===== src/rtl/spi_reg_tx.sv =====
// SPI mode-0 write-only master: serialises an MSB-aligned word of up to MAX_BITS bits
// at a programmable SCLK half-period, then reports completion with a one-cycle pulse.
module spi_reg_tx #(
    parameter int MAX_BITS = 32,
    parameter int NB_W     = 6,
    parameter int DIV_W    = 8
) (
    input  logic                i_clk,
    input  logic                i_reset,
    input  logic                i_start,
    input  logic [MAX_BITS-1:0] i_data,
    input  logic [NB_W-1:0]     i_nbits,
    input  logic [DIV_W-1:0]    i_div,
    output logic                o_busy,
    output logic                o_done,
    output logic                o_csb,
    output logic                o_sclk,
    output logic                o_mosi
);

    localparam logic [NB_W-1:0] MAX_N = NB_W'(MAX_BITS);

    typedef enum logic [2:0] {
        S_IDLE,
        S_LO,
        S_HI,
        S_TAIL,
        S_GAP,
        S_DONE
    } state_t;

    state_t              state_q, state_d;
    logic [DIV_W-1:0]    div_q, div_d;
    logic [DIV_W-1:0]    cnt_q, cnt_d;
    logic [NB_W-1:0]     bits_q, bits_d;
    logic [MAX_BITS-1:0] sr_q, sr_d;
    logic                busy_q, busy_d;
    logic                done_q, done_d;
    logic                csb_q, csb_d;
    logic                sclk_q, sclk_d;
    logic                mosi_q, mosi_d;
    logic [NB_W-1:0]     n_req;
    logic                phase_end;

    // The half-period counter runs 0..div, so div = 2^DIV_W-1 gives exactly 2^DIV_W cycles.
    always_comb begin
        state_d   = state_q;
        div_d     = div_q;
        cnt_d     = cnt_q + DIV_W'(1);
        bits_d    = bits_q;
        sr_d      = sr_q;
        n_req     = (i_nbits > MAX_N) ? MAX_N : i_nbits;
        phase_end = (cnt_q == div_q);

        case (state_q)
            S_IDLE: begin
                cnt_d = '0;
                if (i_start) begin
                    if (n_req != '0) begin
                        state_d = S_LO;
                        div_d   = i_div;
                        bits_d  = n_req;
                        sr_d    = i_data;
                    end else begin
                        state_d = S_DONE;
                    end
                end
            end
            S_LO: begin
                if (phase_end) begin
                    cnt_d   = '0;
                    state_d = S_HI;
                end
            end
            S_HI: begin
                if (phase_end) begin
                    cnt_d = '0;
                    if (bits_q > NB_W'(1)) begin
                        state_d = S_LO;
                        bits_d  = bits_q - NB_W'(1);
                        sr_d    = {sr_q[MAX_BITS-2:0], 1'b0};
                    end else begin
                        state_d = S_TAIL;
                    end
                end
            end
            S_TAIL: begin
                if (phase_end) begin
                    cnt_d   = '0;
                    state_d = S_GAP;
                end
            end
            S_GAP: begin
                if (phase_end) begin
                    cnt_d   = '0;
                    state_d = S_DONE;
                end
            end
            S_DONE: begin
                cnt_d   = '0;
                state_d = S_IDLE;
            end
            default: begin
                cnt_d   = '0;
                state_d = S_IDLE;
            end
        endcase

        // Pins are decoded from the next state so they come straight out of flops.
        busy_d = (state_d == S_LO) || (state_d == S_HI) || (state_d == S_TAIL) || (state_d == S_GAP);
        csb_d  = !((state_d == S_LO) || (state_d == S_HI) || (state_d == S_TAIL));
        sclk_d = (state_d == S_HI);
        mosi_d = !csb_d && sr_d[MAX_BITS-1];
        done_d = (state_d == S_DONE);
    end

    always_ff @(posedge i_clk) begin
        if (i_reset) begin
            state_q <= S_IDLE;
            div_q   <= '0;
            cnt_q   <= '0;
            bits_q  <= '0;
            sr_q    <= '0;
            busy_q  <= 1'b0;
            done_q  <= 1'b0;
            csb_q   <= 1'b1;
            sclk_q  <= 1'b0;
            mosi_q  <= 1'b0;
        end else begin
            state_q <= state_d;
            div_q   <= div_d;
            cnt_q   <= cnt_d;
            bits_q  <= bits_d;
            sr_q    <= sr_d;
            busy_q  <= busy_d;
            done_q  <= done_d;
            csb_q   <= csb_d;
            sclk_q  <= sclk_d;
            mosi_q  <= mosi_d;
        end
    end

    assign o_busy = busy_q;
    assign o_done = done_q;
    assign o_csb  = csb_q;
    assign o_sclk = sclk_q;
    assign o_mosi = mosi_q;

endmodule


===== config.mk =====
export PLATFORM = sky130hd
export DESIGN_NAME = spi_reg_tx
export DESIGN_NICKNAME = d
export VERILOG_FILES = /design/src/rtl/spi_reg_tx.sv
export SDC_FILE = /design/constraint.sdc
export NUM_CORES = 1
export LEC_CHECK = 0
export BUFFER_PORTS_ARGS = -buffer_cell sky130_fd_sc_hd__buf_2
export CORE_AREA = 4 4 89 91
export CTS_CLUSTER_DIAMETER = 100
export DETAILED_ROUTE_END_ITERATION = 8
export DIE_AREA = 0 0 93 95
export SLEW_MARGIN = 20
export SYNTH_ARGS = -nofsm -noshare
export SYNTH_HDL_FRONTEND = slang
export SYNTH_SLANG_ARGS = --single-unit

===== constraint.sdc =====
create_clock -name i_clk -period 5.8 [get_ports i_clk]
set_input_delay 0.29 -clock i_clk [delete_from_list [all_inputs] [get_ports i_clk]]
set_output_delay 0.29 -clock i_clk [all_outputs]
set_load 0.01 [all_outputs]

==> results of run 1 <==
## critical path, stage by stage (launching register included)
cell and delay (ns):
dfxtp_1 0.41, nor3_1 0.41, o311a_2 0.90, a31oi_4 0.22, or3_1 0.37, a31oi_1 0.19
## cells in the mapped netlist, drive strengths merged (4+ instances only)
library cell	instances	share of area
nand3	5	0.0089
inv	5	0.0067
clkbuf	10	0.013
a31oi	4	0.014
nand2	33	0.044
mux2i	9	0.032
xor2	5	0.016
a22oi	31	0.083
nor3	5	0.011
xnor2	9	0.028
dfxtp	62	0.44
buf	12	0.032
nor2	28	0.038
a21oi	38	0.068
nand2b	5	0.011
or3	5	0.011
## stage by stage
step	std cells	setup slack [ns]	cell area, um^2
CTS	458	2.917	3257
detailed placement	442	2.565	3059
finish	459	3.209	3286
global placement	442	2.602	3059
global route	459	3.016	3286
floorplan	312	3.837	2796
## power by group
group          internal (mW)  switching [mW]
registers              0.463          0.0258
clock network          0.200           0.180
logic                 0.0879           0.120
total                  0.751           0.326
## cell families (layout without fill, tap and decap cells)
kind of cell,after synthesis,after routing
compound gates,93,93
xor+xnor,14,14
fa+ha+maj,3,3
buf+inv,27,75
flops,62,62
mux,9,9
simple gates,104,104
## flip-flops by register name, summed over array words and instances (netlist names)
signal	cells
div_q	8
cnt_q	8
state_q	3
o_busy	1
o_sclk	1
o_done	1
o_csb	1
o_mosi	1
sr_q	32
bits_q	6
## final cells by class
| type | instances | share of cell area |
|---|---|---|
| multi-input cells | 223 | 0.4295 |
| flip-flops and latches | 62 | 0.3778 |
| repair buffers | 54 | 0.08911 |
| clock buffers | 9 | 0.03770 |
| well taps | 99 | 0.03770 |
| clock inverters | 7 | 0.02247 |
| inverters | 5 | 0.005712 |
## per-layer routing
metal,vias to the layer above,track usage
met1,1132,0.1908
met3,12,0.03904
met5,-,0
li1,1213,-
met4,0,0.08059
met2,51,0.2238
## worst paths after layout
kind / to / from / slack (ns)
setup / recovery: bits_q[0] / state_q[0] / 3.21
hold / removal: sr_q[0] / i_data[0] / 0.17
setup reg to reg: bits_q[0] / state_q[0] / 3.21
hold reg to reg: sr_q[10] / sr_q[10] / 0.46
==> qor.txt, run 1 <==
share of layout cells above drive strength 1 - 0.2222
Final Critical Period - 2.591 ns
Root Driver - clkbuf_8
clock sink count - 62
Hold/Removal Path Class - in2reg
WL met3 - 296 um
R2R depth - 5
Cell variety after synth - 51
Synth Area in XOR/XNOR - 0.04385
DR DRC count - 0
outcome - finished, final reports clean
fin util - 0.4604
post-synthesis simple-gate area fraction - 0.1888
Clock Skew - 0.01063 ns
overall power - 1.076 mW
Slew @ Worst Pin - 0.9705 ns
Synth Register Bits - 62
Die H - 95 um
dominant combinational cell family by area after synthesis - compound AO/OA/AOI/OAI gates
Clock Path Buffers - 2
io pins - 54
Netlist Area Pre-Place - 2796 um^2
postcts setup bufs - 0
Worst Path Required - 6.06 ns
Vias - 2408
period utilisation layout - 0.4468
post-synthesis instance total - 312
metal2 WL - 2925 um
pwr dens - 327.6 nW/um^2
gr usage total - 0.1475
M1 WL - 2936 um
Max VDD drop - 0.0001439 V
syn_area_per_cell - 8.963 um^2
Post-Route WL - 6310 um
Setup CP Type - reg2reg
Hold Fails Final Rpt - 0
unrepaired setup endpoints after global routing - no
commonest non-fill, non-tap cell in the layout - dfxtp_1
register area share after synthesis - 0.4438
antenna cells - 0
max-cap viol count - 0
vias in the first global route - 2238
Rows - 31
Final GP Congestion - 0.8233
Die Width - 93 um
WHS Path Cells - 3
filler cell count - 747
Max Slew Vio Count - 0
First DRT Iteration DRCs - 131
die area - 8835 um^2
global route overflow - 0
Seq. cell area - 1241 um^2
Clock transition at path regs - 0.08 ns
post_cts resized - 0
Num CTS Buffers - 9
Post-synth top flop - dfxtp_1
Critical Path Sink Type - register
1st-pass router iterations - 4
Syn. warnings - 0
Worst-Skew Late Latency - 0.35 ns
top routing layer in use - met4
number of synthesized flops with an enable pin - 0
multi-input logic area - 1411 um^2
Compound-Gate Fraction of Synth Area - 0.2255
final hold slack - 0.1749 ns
mux cell area share after synthesis - 0.03221
ys async rst share - 0
Worst setup SP type - register
most frequent cells in the layout - 62 x dfxtp_1, 53 x buf_2, 38 x a21oi_1, 33 x nand2_1, 31 x a22oi_1
DR WL/cell - 13.75 um
WP data arrival - 2.85 ns
I/O Buffers - 53
initial antenna violation count - 0
Detail Route Antenna Nets - 0
Max-slew headroom - 0.3530
Final Setup Violations - 0
Hold-fix buffers, CTS - 0
P_leak - 1.267 nW
Achievable Freq - 385.9 MHz
Vias per Instance - 5.246
syn_nets - 364
Post-DP HPWL - 4225 um
TritonCTS clock tree - built
CP Max Fanout - 42
Synth Area in Adders - 0.01342
H-tree depth - 3
Total Nets Final - 407
setup TNS - 0 ns
P&R area growth vs syn - 17.49%
Core Region - 7137 um^2
initial core utilization - 0.3918
largest net degree at the start of global routing - 56
first-pass GRT wire length - 10300 um
No activity file was read; power rests on OpenSTA's default activity.
==> run 2: changes to the inputs <==
Clock period 5.8 ns to 2.4 ns, I/O delays scaled along.
==> run 2 against run 1 <==
  * Non-clock buffer count increased by 8
  * Critical path depth is 1 higher
  * Cell area increased by 1.6%
  * Sequential power grew 140%
  * Hold slack got worse by 0.16 ns
  * Fmax rose by 20%
  * Register-to-register slack worse by 3.0 ns
  * First-iteration DRC count decreased by 0.76%
  * Via count is 1.2% higher
  * Power up 140%
==> qor.txt, run 2 (synthesized netlist as in run 1, its figures left out) <==
area of placed instances - 3139 um^2
Rows - 31
Max Slew Vio Count - 0
commonest non-fill, non-tap cell in the layout - dfxtp_1
sw power - 0.7851 mW
max reg flops - 32
postcts setup bufs - 0
Total Nets Final - 415
Clock Skew - 0.01539 ns
filler cell count - 766
Hold/Removal Path Class - in2reg
Final Setup Violations - 0
biggest regs - sr_q x32, cnt_q x8, div_q x8
design area - 3337 um^2
Slowest-stage cell, CP - or4_1
max-cap viol count - 0
share of layout cells above drive strength 1 - 0.2364
Vias per Instance - 5.221
Reg power frac - 0.453
1st-pass router iterations - 4
P_int - 1.823 mW
most flop-heavy register - sr_q
Slew @ Worst Pin - 0.4897 ns
DR WL/cell - 13.73 um
critical-path cell list - or4_1, o21a_1, and3_1, buf_4, a22oi_1, a21oi_1
clock sink count - 62
first-pass GRT wire length - 10780 um
setup TNS - 0 ns
Num CTS Buffers - 9
Logic pwr share - 0.197
Setup CP Type - reg2reg
sw frac - 0.3010
CP Max Fanout - 12
TritonCTS clock tree - built
Final GP Congestion - 0.8359
CP peak stage delay - 0.55 ns
Cells after DPL - 451
Worst Path Required - 2.60 ns
die area - 8835 um^2
I/O Buffers - 53
Hold-fix buffers, CTS - 0
Max VDD drop - 0.0003869 V
global route overflow - 0
io pins - 54
initial antenna violation count - 0
Clock transition at path regs - 0.07 ns
H-tree depth - 3
Vias - 2438
final hold slack - 0.01853 ns
gr usage total - 0.1551
Clock Path Buffers - 2
final non-filler cell total - 467
WP data arrival - 2.37 ns
vias in the first global route - 2396
clock power share - 0.350
Post-Route WL - 6412 um
Hold Fails Final Rpt - 0
Worst-Skew Late Latency - 0.34 ns
pwr dens - 781.7 nW/um^2
Root Driver - clkbuf_8
Die Width - 93 um
P_leak - 1.304 nW
initial core utilization - 0.3918
unrepaired setup endpoints after global routing - no
Post-DP HPWL - 4524 um
Critical Path Sink Type - register
DR DRC count - 0
Final Critical Period - 2.167 ns
Die H - 95 um
First DRT Iteration DRCs - 130
P&R area growth vs syn - 19.33%
largest net degree at the start of global routing - 47
Achievable Freq - 461.4 MHz
Core Region - 7137 um^2
post_cts resized - 0
Worst setup SP type - register
antenna cells - 0
period utilisation layout - 0.9030
outcome - finished, final reports clean
most frequent cells in the layout - 62 x dfxtp_1, 53 x buf_2, 38 x a21oi_1, 33 x nand2_1, 31 x a22oi_1
fin util - 0.4676
Max-slew headroom - 0.6736
Detail Route Antenna Nets - 0
[run 2: cell count changes in the layout (fill, tap and decap cells not counted)]
cell / before / now
and3_1: 2 / 3
buf_4: 0 / 8
buf_16: 1 / 0
and3_2: 1 / 0
buf_12: 0 / 1
[run 2: power groups by stage]
stage	Sequential (mW)	Clock, mW	Combinational [mW]
after floorplan	1.19	0	0.398
after global placement	1.20	0	0.512
after detailed placement	1.20	0	0.515
after CTS	1.18	0.939	0.519
after global routing	1.19	0.997	0.576
final	1.18	0.912	0.514
[run 2: area by class of cell]
type / instances / area [um^2] / share of cell area
multi-input combinational: 223 / 1410 / 0.4226
sequential: 62 / 1241 / 0.3720
inverter: 5 / 18.77 / 0.005624
tap: 99 / 123.9 / 0.03712
timing repair buffer: 62 / 345.3 / 0.1035
clock inverter: 7 / 73.82 / 0.02212
clock buffer: 9 / 123.9 / 0.03712
[run 2: metal layers]
layer / global-route usage / part of all wire / wire, um
met1: 0.1949 / 0.46 / 2968
met2: 0.2484 / 0.47 / 3027
met3: 0.05498 / 0.051 / 327
met4: 0.05128 / 0.014 / 88
met5: 0 / 0 / 0
[run 2: final timing paths]
kind / startpoint / end / slack (ns) / cells past startpoint
setup / recovery: bits_q[3] / sr_q[29] / 0.23 / 6
hold / removal: i_div[5] / div_q[5] / 0.02 / 3
setup reg to reg: bits_q[3] / sr_q[29] / 0.23 / 6
hold reg to reg: sr_q[16] / sr_q[16] / 0.46 / 2
[run 2: through the flow]
stage | total power, mW | setup slack (ns)
after detailed placement | 1.720 | 0.2223
after global placement | 1.715 | 0.2562
final | 2.609 | 0.2327
after CTS | 2.639 | 0.2344
after floorplan | 1.583 | 0.4809
after global routing | 2.766 | 0.07462
[run 2: worst max-delay path: cells and delay by family, from the launching register on]
kind / cells / cell delay, ns
AOI/OAI and AO/OA: 3 / 0.54
buffers and inverters: 1 / 0.25
DFF: 1 / 0.35
and+or+nand+nor: 2 / 0.90
==> run 3: changes to the inputs <==
Settings changed: MAX_ROUTING_LAYER set to met4.
Clock period 2.4 ns to 2.8 ns, I/O delays scaled along.
==> run 3 against run 2 <==
  * Register-to-register slack gained 0.32 ns
  * Via count is essentially flat
  * Wire length down 0.33%
  * Global-route usage shrank 0.49 points
  * Clock-buffer cell count is the same
  * Sequential share of layout area is 0.13 points lower
  * Sequential cell count unchanged
  * Utilization grew 0.16 points
  * Clock power grew 2%
  * Die area unchanged
  * Cell count is 0.43% lower
  * Power shrank 9.2%
==> qor.txt, run 3 (synthesized netlist as in run 1, its figures left out) <==
outcome - finished, final reports clean
Die H - 95 um
Final Critical Period - 2.249 ns
Post-Route WL - 6391 um
P&R area growth vs syn - 19.73%
global route overflow - 0
dpl ws - 0.5709 ns
Final WS setup - 0.5511 ns
Rows - 31
max-cap viol count - 0
Core Region - 7137 um^2
Clock transition at path regs - 0.07 ns
P_leak - 1.309 nW
WP data arrival - 2.50 ns
setup TNS - 0 ns
pwr dens - 707.8 nW/um^2
First DRT Iteration DRCs - 151
Total Nets Final - 413
Seq. cell area - 1241 um^2
Hold Fails Final Rpt - 0
post_cts resized - 0
first-pass GRT wire length - 10210 um
Final GP Congestion - 0.8288
overall power - 2.370 mW
Root Driver - clkbuf_8
DR DRC count - 0
filler cell count - 721
Die Width - 93 um
Worst setup SP type - register
CP Max Fanout - 41
I/O Buffers - 53
clock sink count - 62
Achievable Freq - 444.7 MHz
Critical Path Sink Type - register
unrepaired setup endpoints after global routing - no
gr usage total - 0.1503
biggest regs - sr_q x32, cnt_q x8, div_q x8
Max Slew Vio Count - 0
vias in the first global route - 2215
Setup CP Type - reg2reg
share of layout cells above drive strength 1 - 0.2322
most flop-heavy register - sr_q
antenna cells - 0
Final Setup Violations - 0
Hold/Removal Path Class - in2reg
multi-input logic area - 1410 um^2
DR WL/cell - 13.74 um
area of placed instances - 3112 um^2
H-tree depth - 3
postcts setup bufs - 0
Clock Skew - 0.008276 ns
largest net degree at the start of global routing - 42
Hold-fix buffers, CTS - 0
TritonCTS clock tree - built
Clock Path Buffers - 2
initial core utilization - 0.3918
1st-pass router iterations - 4
Vias per Instance - 5.241
Worst-Skew Late Latency - 0.33 ns
period utilisation layout - 0.8032
commonest non-fill, non-tap cell in the layout - dfxtp_1
Detail Route Antenna Nets - 0
Num CTS Buffers - 9
Max VDD drop - 0.0003554 V
Worst Path Required - 3.05 ns
Post-DP HPWL - 4418 um
die area - 8835 um^2
Max-slew headroom - 0.6554
initial antenna violation count - 0
io pins - 54
Vias - 2437
R2R Setup Slk - 0.55 ns
most frequent cells in the layout - 62 x dfxtp_1, 53 x buf_2, 38 x a21oi_1, 33 x nand2_1, 31 x a22oi_1
design area - 3348 um^2
Slew @ Worst Pin - 0.5169 ns
max reg flops - 32
## run 3: cell types whose count changed in the layout (fill, tap and decap cells not counted), sizes merged
cell,change
buf,-2
bufinv,+2
clkinv,-1
inv,-1
## run 3: final timing paths
check / start / to / cells past startpoint
setup / recovery: state_q[0] / o_mosi / 6
hold / removal: i_div[5] / div_q[5] / 3
setup reg to reg: state_q[0] / o_mosi / 6
hold reg to reg: sr_q[9] / sr_q[9] / 2
## run 3: where the power goes
group          switching [mW]  internal, mW  leakage (nW)
combinational           0.248         0.179         0.683
sequential             0.0551         0.960         0.508
clock                   0.341         0.586         0.119
## run 3: cell type report
class | instances | area share
clock buffer | 9 | 0.03700
multi-input combinational | 223 | 0.4212
sequential | 62 | 0.3707
timing repair buffer | 60 | 0.09492
clock inverter | 7 | 0.03363
inverter | 5 | 0.005605
tap | 99 | 0.03700
## run 3: per-layer routing
metal  wire (um)  global-route usage  part of all wire
met1        3009              0.1840              0.47
met2        3030              0.2376              0.47
met3         283             0.03267             0.044
met4          68             0.06838             0.011
met5           0                   -                 0
## run 3: critical path, cell delays in order, from the launching register on
cell	delay, ns
dfxtp_1	0.42
nor3_1	0.47
o311a_2	0.31
buf_4	0.43
and2_1	0.21
a221oi_2	0.05
nor4_2	0.27
## run 3: per-stage QoR
step,util,hold slack [ns],std cells
3_5_place_dp,0.4360,0.3842,449
5_1_grt,0.4691,0.04769,465
2_1_floorplan,-,0.2760,312
3_3_place_gp,0.4360,0.3749,449
6_report,0.4691,0.04501,465
4_1_cts,0.4691,0.03107,465
